### src/rtl/hit_zone_detector.sv
// hit_zone_detector: counts target-colour pixels per frame in NUM_ZONES hit
// zones, picks the strongest qualifying zone at frame end, reports one
// collision with a frame-to-frame speed estimate, then holds off new
// collisions for a programmable number of frames.
//
// Handshake/timing contract: there is no back-pressure anywhere. A pixel is
// consumed on every clock edge where DE is high. frame_done and
// collision_detected are single-cycle strobes with no ready; hit_zone,
// hit_count and estimated_speed are valid from the collision strobe onward
// and hold until the next one. busy is high exactly while the FSM is in EVAL.
module hit_zone_detector #(
  parameter int NUM_ZONES       = 4,
  parameter int CNT_W           = 12,
  parameter int COOLDOWN_FRAMES = 8,
  parameter int H_ACTIVE        = 640,
  parameter int V_ACTIVE        = 480,
  localparam int ZW = (NUM_ZONES > 1) ? $clog2(NUM_ZONES) : 1
) (
  input  logic                 clk_25MHz,
  input  logic                 reset,
  input  logic                 enable,
  input  logic                 DE,
  input  logic [9:0]           x_pixel,
  input  logic [9:0]           y_pixel,
  input  logic [NUM_ZONES-1:0] is_hit_area,
  input  logic                 is_target_color,
  input  logic [CNT_W-1:0]     thresh,
  output logic                 collision_detected,
  output logic [ZW-1:0]        hit_zone,
  output logic [CNT_W-1:0]     hit_count,
  output logic [9:0]           estimated_speed,
  output logic                 frame_done,
  output logic                 busy
);

  localparam int CD_W = (COOLDOWN_FRAMES > 0) ? $clog2(COOLDOWN_FRAMES + 1) : 1;
  localparam logic [CNT_W-1:0] CNT_MAX = '1;

  typedef enum logic [1:0] {ACCUM, EVAL, RESULT} state_t;

  state_t           state;
  logic             armed;
  logic [CNT_W-1:0] live      [NUM_ZONES];
  logic [CNT_W-1:0] live_next [NUM_ZONES];
  logic [CNT_W-1:0] shadow    [NUM_ZONES];
  logic [CNT_W-1:0] prev      [NUM_ZONES];
  logic [CNT_W-1:0] thresh_q;
  logic [CNT_W-1:0] best_cnt;
  logic [ZW-1:0]    scan_idx;
  logic [ZW-1:0]    best_idx;
  logic             found;
  logic [CD_W-1:0]  cooldown;

  logic             frame_start;
  logic             frame_end;
  logic             snapshot;
  logic             count_en;
  logic [CNT_W-1:0] cur_cnt;
  logic             cur_qual;
  logic [31:0]      diff;
  logic [9:0]       speed;

  // Frame markers; the end marker only counts once a real frame start was seen.
  assign frame_start = DE && (x_pixel == 10'd0) && (y_pixel == 10'd0);
  assign frame_end   = DE && armed && (x_pixel == 10'(H_ACTIVE - 1))
                       && (y_pixel == 10'(V_ACTIVE - 1));
  // A frame end that lands while a previous snapshot is still being scanned is dropped.
  assign snapshot    = frame_end && (state == ACCUM);
  // The (0,0) pixel arms the detector and is itself counted.
  assign count_en    = DE && is_target_color && (armed || frame_start);

  // Next live count per zone: clear on frame start, then saturating increment.
  always_comb begin
    for (int i = 0; i < NUM_ZONES; i++) begin
      live_next[i] = frame_start ? '0 : live[i];
      if (count_en && is_hit_area[i] && (live_next[i] != CNT_MAX)) begin
        live_next[i] = live_next[i] + CNT_W'(1);
      end
    end
  end

  // Live counters keep running during EVAL; a snapshot copies them (including the last pixel) and clears.
  always_ff @(posedge clk_25MHz or negedge reset) begin
    if (!reset) begin
      armed <= 1'b0;
      for (int i = 0; i < NUM_ZONES; i++) begin
        live[i]   <= '0;
        shadow[i] <= '0;
      end
    end else begin
      if (frame_start) armed <= 1'b1;
      for (int i = 0; i < NUM_ZONES; i++) begin
        if (snapshot) begin
          shadow[i] <= live_next[i];
          live[i]   <= '0;
        end else begin
          live[i]   <= live_next[i];
        end
      end
    end
  end

  // Zone under scan and whether it qualifies against the latched threshold.
  always_comb begin
    cur_cnt  = shadow[scan_idx];
    cur_qual = (cur_cnt >= thresh_q) && (cur_cnt != '0);
  end

  // Speed of the winner relative to its count at the previous RESULT, clamped to 10 bits.
  always_comb begin
    diff  = 32'(shadow[best_idx]) - 32'(prev[best_idx]);
    speed = 10'd0;
    if (shadow[best_idx] > prev[best_idx]) begin
      speed = (diff > 32'd1023) ? 10'd1023 : diff[9:0];
    end
  end

  // Control FSM: snapshot -> scan one zone per cycle -> decide and report.
  always_ff @(posedge clk_25MHz or negedge reset) begin
    if (!reset) begin
      state              <= ACCUM;
      busy               <= 1'b0;
      frame_done         <= 1'b0;
      collision_detected <= 1'b0;
      hit_zone           <= '0;
      hit_count          <= '0;
      estimated_speed    <= '0;
      thresh_q           <= '0;
      scan_idx           <= '0;
      best_idx           <= '0;
      best_cnt           <= '0;
      found              <= 1'b0;
      cooldown           <= '0;
      for (int i = 0; i < NUM_ZONES; i++) prev[i] <= '0;
    end else begin
      collision_detected <= 1'b0;
      frame_done         <= snapshot;
      case (state)
        ACCUM: begin
          if (snapshot) begin
            state    <= EVAL;
            busy     <= 1'b1;
            thresh_q <= thresh;
            scan_idx <= '0;
            best_idx <= '0;
            best_cnt <= '0;
            found    <= 1'b0;
          end
        end
        EVAL: begin
          // Strictly greater keeps the lowest index on ties.
          if (cur_qual && (!found || (cur_cnt > best_cnt))) begin
            found    <= 1'b1;
            best_idx <= scan_idx;
            best_cnt <= cur_cnt;
          end
          if (scan_idx == ZW'(NUM_ZONES - 1)) begin
            state <= RESULT;
            busy  <= 1'b0;
          end else begin
            scan_idx <= scan_idx + ZW'(1);
          end
        end
        RESULT: begin
          if (found && enable && (cooldown == '0)) begin
            collision_detected <= 1'b1;
            hit_zone           <= best_idx;
            hit_count          <= best_cnt;
            estimated_speed    <= speed;
            cooldown           <= CD_W'(COOLDOWN_FRAMES);
          end else if (cooldown != '0) begin
            cooldown <= cooldown - CD_W'(1);
          end
          for (int i = 0; i < NUM_ZONES; i++) prev[i] <= shadow[i];
          state <= ACCUM;
        end
        default: state <= ACCUM;
      endcase
      // Disabling detection always releases any pending cooldown.
      if (!enable) cooldown <= '0;
    end
  end

endmodule

### config.mk
export PLATFORM = sky130hd
export DESIGN_NAME = hit_zone_detector
export DESIGN_NICKNAME = d
export VERILOG_FILES = /design/src/rtl/hit_zone_detector.sv
export SDC_FILE = /design/constraint.sdc
export NUM_CORES = 1
export LEC_CHECK = 0
export BUFFER_PORTS_ARGS = -buffer_cell sky130_fd_sc_hd__buf_2
export CAP_MARGIN = 15
export CELL_PAD_IN_SITES_DETAIL_PLACEMENT = 0
export CELL_PAD_IN_SITES_GLOBAL_PLACEMENT = 1
export CORE_AREA = 5 5 204 225
export DETAILED_ROUTE_END_ITERATION = 7
export DIE_AREA = 0 0 209 230
export GPL_ROUTABILITY_DRIVEN = 0
export HOLD_SLACK_MARGIN = 0.03
export PLACE_DENSITY_LB_ADDON = 0.2
export SYNTH_ARGS = -nofsm -noshare
export SYNTH_HDL_FRONTEND = slang
export SYNTH_SLANG_ARGS = --single-unit
### constraint.sdc
create_clock -name clk_25MHz -period 5.09 [get_ports clk_25MHz]
set_clock_uncertainty 0.05 [all_clocks]
set_input_delay 1.2725 -clock clk_25MHz [delete_from_list [all_inputs] [get_ports clk_25MHz]]
set_output_delay 1.2725 -clock clk_25MHz [all_outputs]
set_load 0.05 [all_outputs]
Word level (Yosys, flattened, before mapping)
Index checks and enable logic that the tools add are counted.

storage, ports and cells
  register bits after elaboration = 207
  bits of input ports = 41
  output and inout bits = 27
  word-level logic and storage cells = 139

operators by class
  add/subtract/negate cells = 7
  magnitude comparators = 6
  equal/unequal tests = 15
  muxes and demuxes = 46
  bitwise logic cells = 2
  reductions and logical operators = 37

operators with widths
  operator               number
  $mux 12                20
  $bmux 12 s2            3
  $add 12x1->12 const B  4
  $ne 12x12->1 const B   4
  $gt 32x10->1 const B   1
  $gt 12x12->1           2
  $pmux 12 s2            1
  $logic_and 1x1->1      20
  $logic_not 10->1       2
  $mux 10                2
  $mux 4                 4
  $sub 12x12->13         1
  $ge 12x12->1           1
  $pmux 2 s2             3
  $reduce_bool 12->1     1
  $eq 10x10->1 const B   1
  $eq 10x9->1 const B    1
  $mux 2                 5
  $reduce_and 3->1       3
  $ne 2x2->1 const B     4
  $reduce_and 2->1       4
  $ge 3x3->1 const B     2
  $mux 1                 6
  $not 2->3              2
  other kinds (13)       16

Logic depth before layout (Yosys ltp)
  depth after elaboration = 9
  gate-level depth with buffers = 14
  depth with buffers taken out = 12

Worst setup path before layout
OpenSTA, ideal clock, no wires.

  kind = input to register
  from = input x_pixel[4]
  to = register shadow[14] in the netlist's numbering
  library setup time = 125 ps
  arrival time = 3915 ps
  slack = 1000 ps
  cell stages on the path = 14
  cell sequence = nor4_1 -> nand4_1 -> or2_2 -> clkbuf_1 -> clkbuf_1 -> and2_1 -> ha_1 -> and3_1 -> nand3_1 -> o21ai_0 -> a21boi_1 -> nand2_1 -> xor2_1 -> mux2_2

on the way
  word-level cells in the longest chain between the ends = 8
  elaborated cells between the ends (all ways) = 15

ends and longest elaborated chain
  what                                                   RTL line  RTL
  start, declared                                        23        input logic [9:0] x_pixel,
  branches (longest 8 deep; another with $add 12x1->12)  n/a
  end signal, assigned by index                          94        shadow[i] <= live_next[i];
  end, declared                                          45        logic [CNT_W-1:0] shadow [NUM_ZONES];

Several ways; the timed one is not identified.
A chain may end at the register's enable or synchronous reset.

Final worst setup path
  from = register scan_idx[0]
  to = register best_idx[1]

on the way
  word-level cells in the longest chain between the ends = 9
  elaborated cells between the ends (all ways) = 12

ends and longest elaborated chain
  what                                                   RTL line  RTL
  start, declared                                        49        logic [ZW-1:0] scan_idx;
  start signal, assigned                                 161       scan_idx <= scan_idx + ZW'(1);
  $not 2->3 (not written as such) *                      105       cur_cnt = shadow[scan_idx];
  $bmux 12 s2 *                                          105
  $mux 12 (not written as such) * (2 in a row)           105
  $ge 12x12->1 (tied with other cells)                   106       cur_qual = (cur_cnt >= thresh_q) && (cur_cnt != '0);
  $logic_and 1x1->1 or $logic_or 1x1->1 (tied branches)  106, 152
  $logic_and 1x1->1 *                                    152       if (cur_qual && (!found || (cur_cnt > best_cnt))) begin
  $ne 2x2->1 (no line) *                                 n/a
  $reduce_and 3->1 (no line) *                           n/a
  end signal, assigned                                   154       best_idx <= scan_idx;
  end, declared                                          50        logic [ZW-1:0] best_idx;

Mark *: on every way between the ends. The rest lies on a longest branch, timed or not. The select of a mux whose other input is x is not followed.

==> results.cfg <==
[worst_hold_path]
hold_depth = 2
hold_end = prev[10]
min_path_type = reg2reg
worstHoldStart = prev[10]

[drt]
vias = 7902
wl_per_cell_um = 17.1
ant_nets = 0
via_per_inst = 4.48
drtIter0Drc = 375
dr.pass1.iters = 5
wl_um = 30100
drc = 0

[sta]
setup_ws_ns = 1.13
finalCriticalPeriod_ns = 3.96
rsz0062_at_grt = false
fmax_mhz = 253
whs_ns = 0.419
maxSlewViolCount = 0
timing.final.crit_share = 0.777
setup_viol = 0
relSlewSlack = 0.460
hold_viol = 0
worst_pin_slew_ns = 0.810
fin_tns_setup_ns = 0

[logic_synthesis]
synthFlopType = dfrtp_1
yosys.cell_types.count = 53
seq_area_frac_synth = 0.485
syn-num-nets = 1190
syn_area_per_cell_um2 = 9.66
syn-cell-area_um2 = 10700
synth_cells = 1106
ys_ff_latch = 207
async_flop_share = 1.00
synth_edf_count = 0
yosysWarnings = 0

[die]
coreArea_um2 = 43200
dieWidth_um = 209
die_h_um = 230
rows = 80
dieArea_um2 = 48100
start_util = 0.247
io_pins = 68

[clock_network]
clk_latency_ns = 0.54
cts_resized = 0
cts-root-buf = clkbuf_16
cts.sinks = 207
clkTransAtPathRegs_ns = 0.06
cts-buffers-inserted = 26
cts_setup_buffers = 0
cts_max_level = 1
ctsHoldBuffers = 0
cts_tree = done
clockBufferDepth = 3

[run_status]
status = complete, no violations

[setup_path]
critPathLaunchType = flip-flop
cpPeakStageDelay_ns = 0.78
rrSetupSlack_ns = 1.13
critPathCaptureType = flip-flop
critPathArrivalTime_ns = 4.36
cp_top_family = compound AO/OA/AOI/OAI gates
critPathMostFrequentCell = buf_4
crit_buf_inv = 2
ff2ff_path_depth = 11
crit_required_ns = 5.50
r2r_end = best_idx[1]
path_class = reg2reg
worstReg2RegStart = scan_idx[0]
crit_fanout = 11
critical_path.slowest_cell = dfrtp_1
crit_chain = buf_4 -> mux4_2 -> ha_1 -> o21a_1 -> o21ai_0 -> nand2b_1 -> a21oi_1 -> a311o_1 -> a211oi_4 -> buf_4 -> mux2i_1

[cells_and_area]
syn2layout_area_growth_pct = 18.4
nFillCells = 4645
finish.net_count = 1253
final_common_cell = nand2_1
layout_common_cells = nand2_1, dfrtp_1, o21ai_0
fin_area_um2 = 12600
drive_gt1_frac = 0.144

[placement]
pre_cts_slack_ns = 0.555
numPortBuffers = 67
hpwl_um = 21500
dpl_cell_area_um2 = 11700

[power_and_ir_drop]
power_density_nw_per_um2 = 291
peakVddDrop_v = 0.000210
p_leak_nw = 5.93

[global_route]
first_global_vias = 8315
antenna_found_initial = 0
grt_start_max_net_pins = 89
grt_overflow = 0
grt_pass1_wl_um = 48600
track_usage = 0.125

[flow_run]
cap_viol_max_count = 0
-- synth_stat cells, drive strengths merged, types with 2 or more instances --
cell / count / area share
nand2: 282 / 0.099
dfrtp: 207 / 0.48
o21ai: 88 / 0.041
nor2: 71 / 0.025
inv: 63 / 0.022
ha: 42 / 0.049
clkbuf: 40 / 0.014
mux4: 36 / 0.077
nand3: 28 / 0.013
xnor2: 26 / 0.021
nand4: 24 / 0.014
xor2: 24 / 0.020
mux2i: 18 / 0.017
a21oi: 17 / 0.0083
nor3: 17 / 0.0080
and2: 12 / 0.0070
and3: 11 / 0.0064
nor4: 11 / 0.0064
a221o: 10 / 0.0094
nor2b: 10 / 0.0059
buf: 8 / 0.0043
o21a: 8 / 0.0056
a211oi: 7 / 0.0061
nand2b: 7 / 0.0041
a21o: 5 / 0.0035
and4: 5 / 0.0041
a21boi: 4 / 0.0032
o31ai: 3 / 0.0021
or3: 3 / 0.0018
a311o: 2 / 0.0019
a31oi: 2 / 0.0012
or2: 2 / 0.0012
-- power by group --
group | internal [mW] | switching [mW] | total (mW)
logic | 0.0155 | 0.0423 | 0.0578
registers | 1.65 | 0.00000548 | 1.65
clock network | 1.23 | 0.747 | 1.98
total | 2.89 | 0.789 | 3.68
-- state kept, by name, indices dropped and copies added (netlist names), 4 cells and up --
register         count
hit_count           12
cooldown             4
estimated_speed     10
live                48
prev                48
thresh_q            12
best_cnt            12
shadow              48
-- routing by layer --
layer / vias up / part of all wire / GRT usage
li1: 3915 / - / -
met1: 3840 / 0.51 / 0.185
met2: 114 / 0.44 / 0.192
met3: 33 / 0.036 / 0.0183
met4: 0 / 0.019 / 0.0334
met5: - / 0 / 0
-- worst max-delay path by stage --
stage | startpoint | to | slack [ns] | cells after the start
after global routing | best_idx[0] | estimated_speed[0] | 0.78 | 10
final | scan_idx[0] | best_idx[1] | 1.13 | 11
after floorplan | x_pixel[4] | shadow[14] | 1.00 | 14
after CTS | best_idx[0] | estimated_speed[9] | 1.07 | 10
after global placement | y_pixel[1] | shadow[39] | 0.55 | 13
after detailed placement | y_pixel[1] | shadow[39] | 0.55 | 13
-- worst reg2reg max path, delay by kind of cell, from the launching register on --
| family | cells | cell delay, ns |
|---|---|---|
| buffers and inverters | 2 | 0.61 |
| multiplexers | 2 | 0.87 |
| flip-flops | 1 | 0.78 |
| AO/OA/AOI/OAI | 5 | 1.11 |
| adder cells (fa/ha/maj) | 1 | 0.37 |
| AND/OR/NAND/NOR | 1 | 0.09 |
-- through the flow --
step | utilization | cells | total power [mW]
2_1_floorplan | - | 1106 | 1.68
3_3_place_gp | 0.271 | 1715 | 1.74
3_5_place_dp | 0.271 | 1715 | 1.74
4_1_cts | 0.292 | 1763 | 3.76
5_1_grt | 0.292 | 1763 | 3.84
6_report | 0.293 | 1764 | 3.68
-- area by class of cell --
cell class | count | area [um2] | area share
diodes | 1 | 2.50 | 0.000198
clock buffers | 38 | 797 | 0.0630
clock inverters | 10 | 131 | 0.0104
inverters | 63 | 236 | 0.0187
multi-input cells | 788 | 5090 | 0.403
flip-flops and latches | 207 | 5180 | 0.410
well taps | 574 | 718 | 0.0568
repair buffers | 83 | 490 | 0.0388
-- logic make-up after synthesis --
group | share of synthesized area
xor+xnor | 0.0410
compound gates | 0.0883
flops | 0.485
simple gates | 0.199
buf+inv | 0.0405
mux | 0.0952
fa+ha+maj | 0.0510
No activity file was read; power rests on OpenSTA's default activity.
